## src/rtl/lvda_disc_pkg.sv

```systemverilog
// Shared types and default sizing for the LVDA discrete-input register set.
package lvda_disc_pkg;

    typedef enum logic {
        IDLE,
        SHIFT
    } di_state_t;

    localparam int unsigned DI_NUM_DEF   = 12;
    localparam int unsigned DI_FILT_DEF  = 3;
    localparam int unsigned DI_WORD_BITS = 26;

endpackage

```

## src/rtl/di_filter.sv

```systemverilog
// One discrete input: 2-flop synchronizer followed by a sampled debounce filter.
module di_filter
    import lvda_disc_pkg::*;
#(
    parameter int unsigned FILT_LEN = DI_FILT_DEF
) (
    input  logic SIM_CLK,
    input  logic SIM_RST,
    input  logic DI,
    input  logic SMPL,
    output logic DIF
);

    localparam logic [3:0] CntLast = 4'(FILT_LEN - 1);

    logic       meta_q;
    logic       ds_q;
    logic [3:0] cnt_q, cnt_d;
    logic       dif_q, dif_d;

    // Any sample that agrees with the held state restarts the count, so bounces are rejected.
    always_comb begin
        cnt_d = cnt_q;
        dif_d = dif_q;
        if (SMPL) begin
            if (ds_q == dif_q) begin
                cnt_d = '0;
            end else if (cnt_q == CntLast) begin
                dif_d = ~dif_q;
                cnt_d = '0;
            end else begin
                cnt_d = cnt_q + 4'd1;
            end
        end
    end

    always_ff @(posedge SIM_CLK or negedge SIM_RST) begin
        if (!SIM_RST) begin
            meta_q <= 1'b0;
            ds_q   <= 1'b0;
            cnt_q  <= '0;
            dif_q  <= 1'b0;
        end else begin
            meta_q <= DI;
            ds_q   <= meta_q;
            cnt_q  <= cnt_d;
            dif_q  <= dif_d;
        end
    end

    assign DIF = dif_q;

endmodule

```

## src/rtl/disc_in_regs.sv

```systemverilog
// Discrete-input register set: filtered inputs, snapshot on read, LSB-first serial shift-out.
// Optional change interrupt (DIINT/DIPEND) is built only when DI_INTERRUPT_EN is defined.
module disc_in_regs
    import lvda_disc_pkg::*;
#(
    parameter int unsigned NUM_DI    = DI_NUM_DEF,
    parameter int unsigned FILT_LEN  = DI_FILT_DEF,
    parameter int unsigned WORD_BITS = DI_WORD_BITS
) (
    input  logic              SIM_CLK,
    input  logic              SIM_RST,
    input  logic [NUM_DI-1:0] DI,
    input  logic              SMPL,
    input  logic              DIRD,
    input  logic              Y1,
    output logic              DIS,
    output logic              DIBSY,
    output logic [NUM_DI-1:0] DIF
`ifdef DI_INTERRUPT_EN
    ,
    output logic              DIINT,
    output logic              DIPEND
`endif
);

    localparam int unsigned        CntW    = $clog2(WORD_BITS + 1);
    localparam logic [CntW-1:0]    LastBit = CntW'(WORD_BITS - 1);

    di_state_t             state_q, state_d;
    logic [WORD_BITS-1:0]  sr_q, sr_d, sr_load;
    logic [CntW-1:0]       bitcnt_q, bitcnt_d;

    for (genvar i = 0; i < NUM_DI; i++) begin : g_filt
        di_filter #(
            .FILT_LEN (FILT_LEN)
        ) u_filt (
            .SIM_CLK (SIM_CLK),
            .SIM_RST (SIM_RST),
            .DI      (DI[i]),
            .SMPL    (SMPL),
            .DIF     (DIF[i])
        );
    end

    always_comb begin
        state_d  = state_q;
        sr_d     = sr_q;
        bitcnt_d = bitcnt_q;
        sr_load  = '0;
        sr_load[NUM_DI-1:0] = DIF;
        unique case (state_q)
            IDLE: begin
                // Load takes priority over a coincident Y1; no shift on the load cycle.
                if (DIRD) begin
                    sr_d     = sr_load;
                    bitcnt_d = '0;
                    state_d  = SHIFT;
                end
            end
            SHIFT: begin
                if (Y1) begin
                    sr_d     = sr_q >> 1;
                    bitcnt_d = bitcnt_q + CntW'(1);
                    if (bitcnt_q == LastBit) begin
                        state_d = IDLE;
                    end
                end
            end
        endcase
    end

    always_ff @(posedge SIM_CLK or negedge SIM_RST) begin
        if (!SIM_RST) begin
            state_q  <= IDLE;
            sr_q     <= '0;
            bitcnt_q <= '0;
        end else begin
            state_q  <= state_d;
            sr_q     <= sr_d;
            bitcnt_q <= bitcnt_d;
        end
    end

    assign DIBSY = (state_q == SHIFT);
    assign DIS   = DIBSY & sr_q[0];

`ifdef DI_INTERRUPT_EN
    logic              load;
    logic              toggle;
    logic [NUM_DI-1:0] dif_prev_q;
    logic              int_q;
    logic              pend_q;

    assign load   = (state_q == IDLE) && DIRD;
    assign toggle = |(DIF ^ dif_prev_q);

    // A change seen in the same cycle as a read load keeps the pending flag set.
    always_ff @(posedge SIM_CLK or negedge SIM_RST) begin
        if (!SIM_RST) begin
            dif_prev_q <= '0;
            int_q      <= 1'b0;
            pend_q     <= 1'b0;
        end else begin
            dif_prev_q <= DIF;
            int_q      <= toggle;
            pend_q     <= toggle | (pend_q & ~load);
        end
    end

    assign DIINT  = int_q;
    assign DIPEND = pend_q;
`endif

endmodule

```

## config.mk

```make
export PLATFORM = sky130hd
export DESIGN_NAME = disc_in_regs
export DESIGN_NICKNAME = d
export VERILOG_FILES = /design/src/rtl/lvda_disc_pkg.sv /design/src/rtl/di_filter.sv /design/src/rtl/disc_in_regs.sv
export SDC_FILE = /design/constraint.sdc
export NUM_CORES = 1
export LEC_CHECK = 0
export CAP_MARGIN = 20
export CORE_MARGIN = 2
export CORE_UTILIZATION = 55
export DETAILED_ROUTE_END_ITERATION = 10
export GPL_TIMING_DRIVEN = 1
export PLACE_DENSITY = 0.77
export REMOVE_ABC_BUFFERS = 1
export SYNTH_ARGS = -nofsm -noshare
export SYNTH_HDL_FRONTEND = slang
export SYNTH_HIERARCHICAL = 1
export SYNTH_SLANG_ARGS = --single-unit
```

## constraint.sdc

```tcl
create_clock -name SIM_CLK -period 1.67 [get_ports SIM_CLK]
set_clock_uncertainty 0.2 [all_clocks]
set_input_delay 0.167 -clock SIM_CLK [delete_from_list [all_inputs] [get_ports SIM_CLK]]
set_output_delay 0.167 -clock SIM_CLK [all_outputs]
set_load 0.01 [all_outputs]
```

==> Flow_metrics.wiki, run 1 <==
{| class="wikitable"
! Metric !! Value
|-
| Post-synth top area cell || sky130_fd_sc_hd__dfrtp_1
|-
| CP max FO || 5
|-
| # clock sinks || 102
|-
| RSZ-0062 raised after global routing || true
|-
| Deepest level of the CTS H-tree || 3
|-
| Power per cell area || 1450 mW/mm²
|-
| Area growth from synthesis to final layout || 19.0%
|-
| Critical setup path kind || flip-flop to flip-flop
|-
| Share of layout cells above drive strength 1 || 0.147
|-
| Post-CTS clock slew at the launch and capture registers of the worst setup and hold paths || 0.09 ns
|-
| Max-slew headroom || 0.693
|-
| Met3 WL || 256 µm
|-
| Number of top-level pins || 31
|-
| Cell Area, Synth || 0.00464 mm²
|-
| Initial antenna violation count || 0
|-
| Cell breakdown of the critical path || buf_4, mux2i_4, or3_1, a21oi_1
|-
| PortBufs || 30
|-
| Final Max Slew Viols || 0
|-
| Detailed-router iteration count before antenna repair || 4
|-
| Total number of placement rows || 33
|-
| Combinational cell fraction of total power || 0.319
|-
| CP max stage cell || sky130_fd_sc_hd__dfrtp_2
|-
| Antenna diode instance count || 0
|-
| Post-DRT Antenna Nets || 0
|-
| Clock tree from TritonCTS || built
|-
| Most common cell in the netlist || sky130_fd_sc_hd__dfrtp_1
|-
| DRC violation total after the first TritonRoute iteration || 81
|-
| Static leakage power || 2.69 nW
|-
| TNS Setup || 0 ns
|-
| Average footprint of a synthesized cell || 11.0 µm²
|-
| # placed instances || 571
|-
| Area of the core || 0.00822 mm²
|-
| Period utilisation layout || 0.955
|-
| Worst Path Required || 1.75 ns
|-
| GPL Wtd Cong || 0.836
|-
| Uppermost layer routed || met4
|-
| Number of synthesized flops with an enable pin || 0
|-
| Number of warnings reported in the yosys synthesis log || 6
|-
| CP endpoint kind || flip-flop
|-
| Nets || 503
|-
| Startpoint type of the worst setup path || flip-flop
|-
| Initial core utilization || 0.565
|-
| Top cell types by occurrence after synthesis || 102 x sky130_fd_sc_hd__dfrtp_1, 38 x sky130_fd_sc_hd__nand2_1, 26 x sky130_fd_sc_hd__o21ai_0
|-
| Worst path buffer plus inverter count || 1
|-
| Share of synthesized registers carrying an async set or reset || 1.00
|-
| Sequential element share of the synthesized area || 0.550
|-
| Clock power share || 0.197
|-
| Via count || 3370
|-
| Max Freq || 627 MHz
|-
| Data arrival time of the worst path || 1.67 ns
|-
| Routed wirelength normalized by instance count || 14.3 µm
|-
| Internal power of the cells || 0.00520 W
|-
| DP Wirelength || 5.82 mm
|-
| Combined global-route utilization of all metal layers || 0.203
|-
| Main area contributors after synthesis || sky130_fd_sc_hd__dfrtp_1 55%, sky130_fd_sc_hd__a21o_1 4.0%, sky130_fd_sc_hd__and4bb_2 3.2%
|-
| Maximum cell stage delay along the critical path || 0.45 ns
|-
| Final count of hold timing violations || 0
|-
| Number of vias per cell || 5.67
|-
| Die H || 95.8 µm
|-
| Detailed-route DRC error count || 0
|-
| Slew at the pin closest to its max-slew limit || 0.458 ns
|-
| Die boundary width || 95.8 µm
|-
| Worst skew pair latency || 0.35 ns
|-
| Wire length on met1 || 3.94 mm
|-
| Global-route wire length before repair || 14.7 mm
|-
| R2R Setup Slk || 0.08 ns
|-
| Maximum number of pins on one net before global-route repair || 59
|-
| Type of the worst min-delay path || primary input to flip-flop
|-
| Most frequently used flop master after synthesis || sky130_fd_sc_hd__dfrtp_1
|-
| Area enclosed by the die boundary || 0.00919 mm²
|-
| Outcome || completed
|-
| Cell family with the largest share of critical-path delay || flip-flops
|-
| Number of buffers created by CTS || 9
|-
| Synthesis-stage register bit count || 102
|-
| Time the worst path needs with I/O delays and setup || 1.59 ns
|-
| Post-layout instance count excluding filler cells || 594
|-
| Vias in the first global route || 3380
|-
| Overflow left after global routing || 0
|-
| Max Cap Violations || 0
|-
| Synth top area share || 0.550
|-
| Switch Pwr || 0.00279 W
|-
| Clock buffer depth || 2
|-
| Met2 routed wirelength || 4.23 mm
|-
| Switching part of the total power || 0.349
|-
| Gate count of the mapped netlist || 421
|-
| Sequential power share || 0.485
|-
| Final wirelength || 8.48 mm
|-
| Worst vdd rail ir drop || 0.000771 V
|-
| Root Driver || sky130_fd_sc_hd__clkbuf_8
|-
| Library cells used by synthesis || 32
|-
| Final setup violating endpoints || 0
|}
metrics by stage:
| step | cell area [µm²] | power, W | hold slack (ns) | util | setup slack (ns) |
|---|---|---|---|---|---|
| 2_1_floorplan | 4620 | 0.00533 | -0.329 | - | -0.610 |
| 3_3_place_gp | 5240 | 0.00627 | -0.0803 | 0.637 | 0.132 |
| 3_5_place_dp | 5240 | 0.00645 | -0.0810 | 0.637 | 0.0563 |
| 4_1_cts | 5480 | 0.00804 | 0.0242 | 0.667 | 0.0284 |
| 5_1_grt | 5520 | 0.00859 | 0.00826 | 0.672 | -0.00414 |
| 6_report | 5520 | 0.00799 | 0.0456 | 0.672 | 0.0751 |
placed cells by master (no fill, tap or decap), drive strengths merged:
cell | netlist | layout
xnor2 | 13 | 13
clkdlybuf4s50 | 0 | 14
or3 | 2 | 2
and4bb | 12 | 12
mux2i | 12 | 12
dfrtp | 102 | 102
dlymetal6s2s | 0 | 1
buf | 3 | 27
inv | 25 | 27
mux2 | 12 | 12
or4b | 12 | 12
o31ai | 13 | 13
a21o | 25 | 25
nand3 | 14 | 14
nor3 | 12 | 12
clkdlybuf4s15 | 0 | 1
nor3b | 13 | 13
nand4 | 1 | 1
xor2 | 1 | 1
o211ai | 1 | 1
ha | 2 | 2
dlygate4sd2 | 0 | 12
nor2b | 1 | 1
a22o | 1 | 1
dlygate4sd3 | 0 | 1
o21ai | 38 | 38
nand2 | 38 | 38
and3 | 12 | 12
nand2b | 1 | 1
o22ai | 12 | 12
clkinv | 0 | 2
bufinv | 0 | 1
a21oi | 15 | 15
clkinvlp | 0 | 1
clkbuf | 1 | 10
and4b | 12 | 12
and2 | 1 | 1
nor2 | 14 | 14
worst register-to-register path, cell delays in order (launching register included):
cell                      delay [ns]
sky130_fd_sc_hd__dfrtp_2        0.45
sky130_fd_sc_hd__buf_4          0.17
sky130_fd_sc_hd__mux2i_4        0.20
sky130_fd_sc_hd__or3_1          0.35
sky130_fd_sc_hd__a21oi_1        0.15
power by group through the flow:
stage                     Sequential, W  Clock [W]  Combinational, W
after global placement          0.00387          0           0.00240
after detailed placement        0.00394          0           0.00251
final                           0.00387    0.00157           0.00255
after floorplan                 0.00385          0           0.00148
after CTS                       0.00387    0.00163           0.00253
after global routing            0.00401    0.00171           0.00287
logic make-up after synthesis:
kind of cell	share of synthesized area
xor gates and xnor gates	0.0264
buffers and inverters	0.0243
adders and majority gates	0.00539
DFF	0.550
muxes	0.0558
and+or+nand+nor	0.200
AOI/OAI and AO/OA	0.138
final timing paths:
kind / startpoint / to / depth (start not counted)
worst min-delay path: DI[9] / g_filt[9].u_filt/meta_q / 1
worst max-delay path: DIBSY / bitcnt_q[3] / 4
worst min register to register: g_filt[11].u_filt/meta_q / g_filt[11].u_filt/ds_q / 0
min in group asynchronous: SIM_RST / g_filt[2].u_filt/meta_q / 2
max in group asynchronous: SIM_RST / g_filt[2].u_filt/DIF / 3
worst max register to register: DIBSY / bitcnt_q[3] / 4
sequential cells by signal (all words and copies together) (netlist names):
register              cells
bitcnt_q                  5
g_filt.u_filt/cnt_q      48
g_filt.u_filt/DIF        12
g_filt.u_filt/meta_q     12
DIBSY                     1
sr_q                     12
g_filt.u_filt/ds_q       12
metal layers:
metal,global-route usage,up-vias
met5,0,-
li1,-,1664
met3,0.0493,4
met1,0.253,1649
met4,0.0417,0
met2,0.360,53
area by class of cell:
type	instances	area, µm²
repair buffers	56	532
clock buffers	10	138
flip-flops and latches	102	2550
clock inverters	6	68.8
fillers	643	2700
multi-input cells	290	2000
inverters	25	93.8
well taps	105	131
timing repair:
item,in CTS,in global routing
setup buffers,6,0
hold buffers,1,0
gates resized for setup,14,7
setup endpoints to repair,14,17
hold endpoints to repair,102,0
No activity file was read; power rests on OpenSTA's default activity.
==> inputs of run 2 (changes only) <==
- HOLD_SLACK_MARGIN: default -> 0.06
==> run 2 against run 1 <==
Compared with the run above: sequential power hardly changed; first-iteration DRC count is 15% lower; non-clock buffer count is 12 higher; core utilization is 1.5 points higher; critical endpoint unchanged.
==> Flow_metrics.wiki, run 2 (synthesized netlist as in run 1, its figures left out) <==
{| class="wikitable"
! Metric !! Value
|-
| Outcome || completed
|-
| Area growth from synthesis to final layout || 21.5%
|-
| Number of buffers created by CTS || 9
|-
| PortBufs || 30
|-
| Total non-filler cell area in the finished layout || 0.00564 mm²
|-
| Die H || 95.8 µm
|-
| Critical setup path kind || flip-flop to flip-flop
|-
| Static leakage power || 2.74 nW
|-
| Worst Path Required || 1.75 ns
|-
| Clock power share || 0.196
|-
| Post-layout instance count excluding filler cells || 606
|-
| DP Wirelength || 5.82 mm
|-
| Post-DRT Antenna Nets || 0
|-
| Clock tree from TritonCTS || built
|-
| Overflow left after global routing || 0
|-
| Via count || 3414
|-
| Slew at the pin closest to its max-slew limit || 0.467 ns
|-
| Area of the core || 0.00822 mm²
|-
| Post-CTS clock slew at the launch and capture registers of the worst setup and hold paths || 0.10 ns
|-
| RSZ-0062 raised after global routing || true
|-
| Worst R2R Start || DIBSY
|-
| Time the worst path needs with I/O delays and setup || 1.59 ns
|-
| Worst setup slack after placement || 0.0563 ns
|-
| Clock buffer depth || 2
|-
| Startpoint type of the worst setup path || flip-flop
|-
| Vias in the first global route || 3431
|-
| Final count of hold timing violations || 0
|-
| Root Driver || sky130_fd_sc_hd__clkbuf_8
|-
| Switch Pwr || 0.00280 W
|-
| Detailed-router iteration count before antenna repair || 4
|-
| End of the worst register-to-register path || bitcnt_q[3]
|-
| Die boundary width || 95.8 µm
|-
| Number of vias per cell || 5.63
|-
| Cell count of the worst reg-to-reg path || 4
|-
| Type of the worst min-delay path || primary input to asynchronous set/reset pin
|-
| GPL Wtd Cong || 0.836
|-
| Nets || 515
|-
| Most flop-heavy register || g_filt.u_filt/cnt_q
|-
| Period utilisation layout || 0.955
|-
| CP endpoint kind || flip-flop
|-
| Worst setup slack after layout || 0.0757 ns
|-
| Final wirelength || 8.56 mm
|-
| DRC violation total after the first TritonRoute iteration || 69
|-
| Number of top-level pins || 31
|-
| Initial antenna violation count || 0
|-
| Max Freq || 627 MHz
|-
| Final setup violating endpoints || 0
|-
| Worst vdd rail ir drop || 0.000779 V
|-
| Power per cell area || 1420 mW/mm²
|-
| Data arrival time of the worst path || 1.67 ns
|-
| # placed instances || 571
|-
| Maximum number of pins on one net before global-route repair || 59
|-
| Overall power of the completed layout || 0.00801 W
|-
| Total number of placement rows || 33
|-
| Detailed-route DRC error count || 0
|-
| Commonest cells after routing, fill and taps aside || 101 x sky130_fd_sc_hd__dfrtp_1, 38 x sky130_fd_sc_hd__nand2_1, 26 x sky130_fd_sc_hd__o21ai_0
|-
| Internal power of the cells || 0.00521 W
|-
| Combinational cell fraction of total power || 0.320
|-
| Routed wirelength normalized by instance count || 14.1 µm
|-
| Switching part of the total power || 0.349
|-
| Antenna diode instance count || 0
|-
| Area enclosed by the die boundary || 0.00919 mm²
|-
| Final Max Slew Viols || 0
|-
| # clock sinks || 102
|-
| Max-slew headroom || 0.686
|-
| CP max FO || 5
|-
| Cell area reported after detailed placement || 0.00524 mm²
|-
| Combined global-route utilization of all metal layers || 0.204
|-
| Flip-flop count of the largest register, all copies and words added || 48
|-
| Deepest level of the CTS H-tree || 3
|-
| R2R Setup Slk || 0.08 ns
|-
| Sequential power share || 0.484
|-
| Global-route wire length before repair || 14.8 mm
|-
| Most common cell after layout, fill and taps aside || sky130_fd_sc_hd__dfrtp_1
|-
| Share of layout cells above drive strength 1 || 0.144
|-
| Worst skew pair latency || 0.35 ns
|-
| Max Cap Violations || 0
|-
| Initial core utilization || 0.565
|}
-- run 2: changes by cell type in the layout (fill, tap and decap cells not counted), sizes merged --
cell / delta
dlygate4sd3: +12
-- run 2: area by class of cell --
cell class / instances / area [µm²]
Fill cell: 629 / 2580
Clock buffer: 10 / 138
Multi-Input combinational cell: 290 / 2000
Clock inverter: 6 / 68.8
Inverter: 25 / 93.8
Tap cell: 105 / 131
Sequential cell: 102 / 2550
Timing Repair Buffer: 68 / 652
-- run 2: power groups by stage --
| stage | clock (W) | sequential [W] | combinational, W |
|---|---|---|---|
| after floorplan | 0 | 0.00385 | 0.00148 |
| after global placement | 0 | 0.00387 | 0.00240 |
| after detailed placement | 0 | 0.00394 | 0.00251 |
| after CTS | 0.00163 | 0.00387 | 0.00256 |
| after global routing | 0.00171 | 0.00401 | 0.00290 |
| final | 0.00157 | 0.00388 | 0.00257 |
-- run 2: worst max path at each step --
| stage | start | end | slack [ns] | depth (start not counted) |
|---|---|---|---|---|
| after floorplan | DIBSY | bitcnt_q[3] | -0.61 | 3 |
| after global placement | Y1 | sr_q[4] | 0.13 | 4 |
| after detailed placement | DIRD | sr_q[2] | 0.06 | 5 |
| after CTS | g_filt[5].u_filt/DIF | g_filt[5].u_filt/cnt_q[3] | 0.03 | 4 |
| after global routing | DIBSY | bitcnt_q[3] | -0.005 | 4 |
| final | DIBSY | bitcnt_q[3] | 0.08 | 4 |
-- run 2: per-stage QoR --
stage               hold WS, ns  setup TNS (ns)   util
finish                   0.0746               0  0.686
global placement        -0.0803               0  0.637
global route             0.0941        -0.00498  0.686
detailed placement      -0.0810               0  0.637
floorplan                -0.329           -7.11      -
CTS                      0.0733               0  0.682
-- run 2: critical path, cell delays in order, from the launching register on --
cell	delay [ns]
sky130_fd_sc_hd__dfrtp_2	0.45
sky130_fd_sc_hd__buf_4	0.17
sky130_fd_sc_hd__mux2i_4	0.20
sky130_fd_sc_hd__or3_1	0.35
sky130_fd_sc_hd__a21oi_1	0.15
-- run 2: what timing repair did --
item                                    in CTS  in global routing
setup buffers                                6                  0
endpoints found under the setup margin      14                 17
gates cloned                                 0                  0
hold endpoints to repair                   114                  0
pin swaps                                    0                  0
hold buffers                                13                  0
gates resized for setup                     14                  7
-- run 2: per-layer routing --
layer | track usage | vias to the layer above | part of all wire
met2 | 0.364 | 49 | 0.50
li1 | - | 1689 | -
met4 | 0.0417 | 0 | 0.0064
met3 | 0.0493 | 5 | 0.027
met1 | 0.254 | 1671 | 0.47
met5 | 0 | - | 0
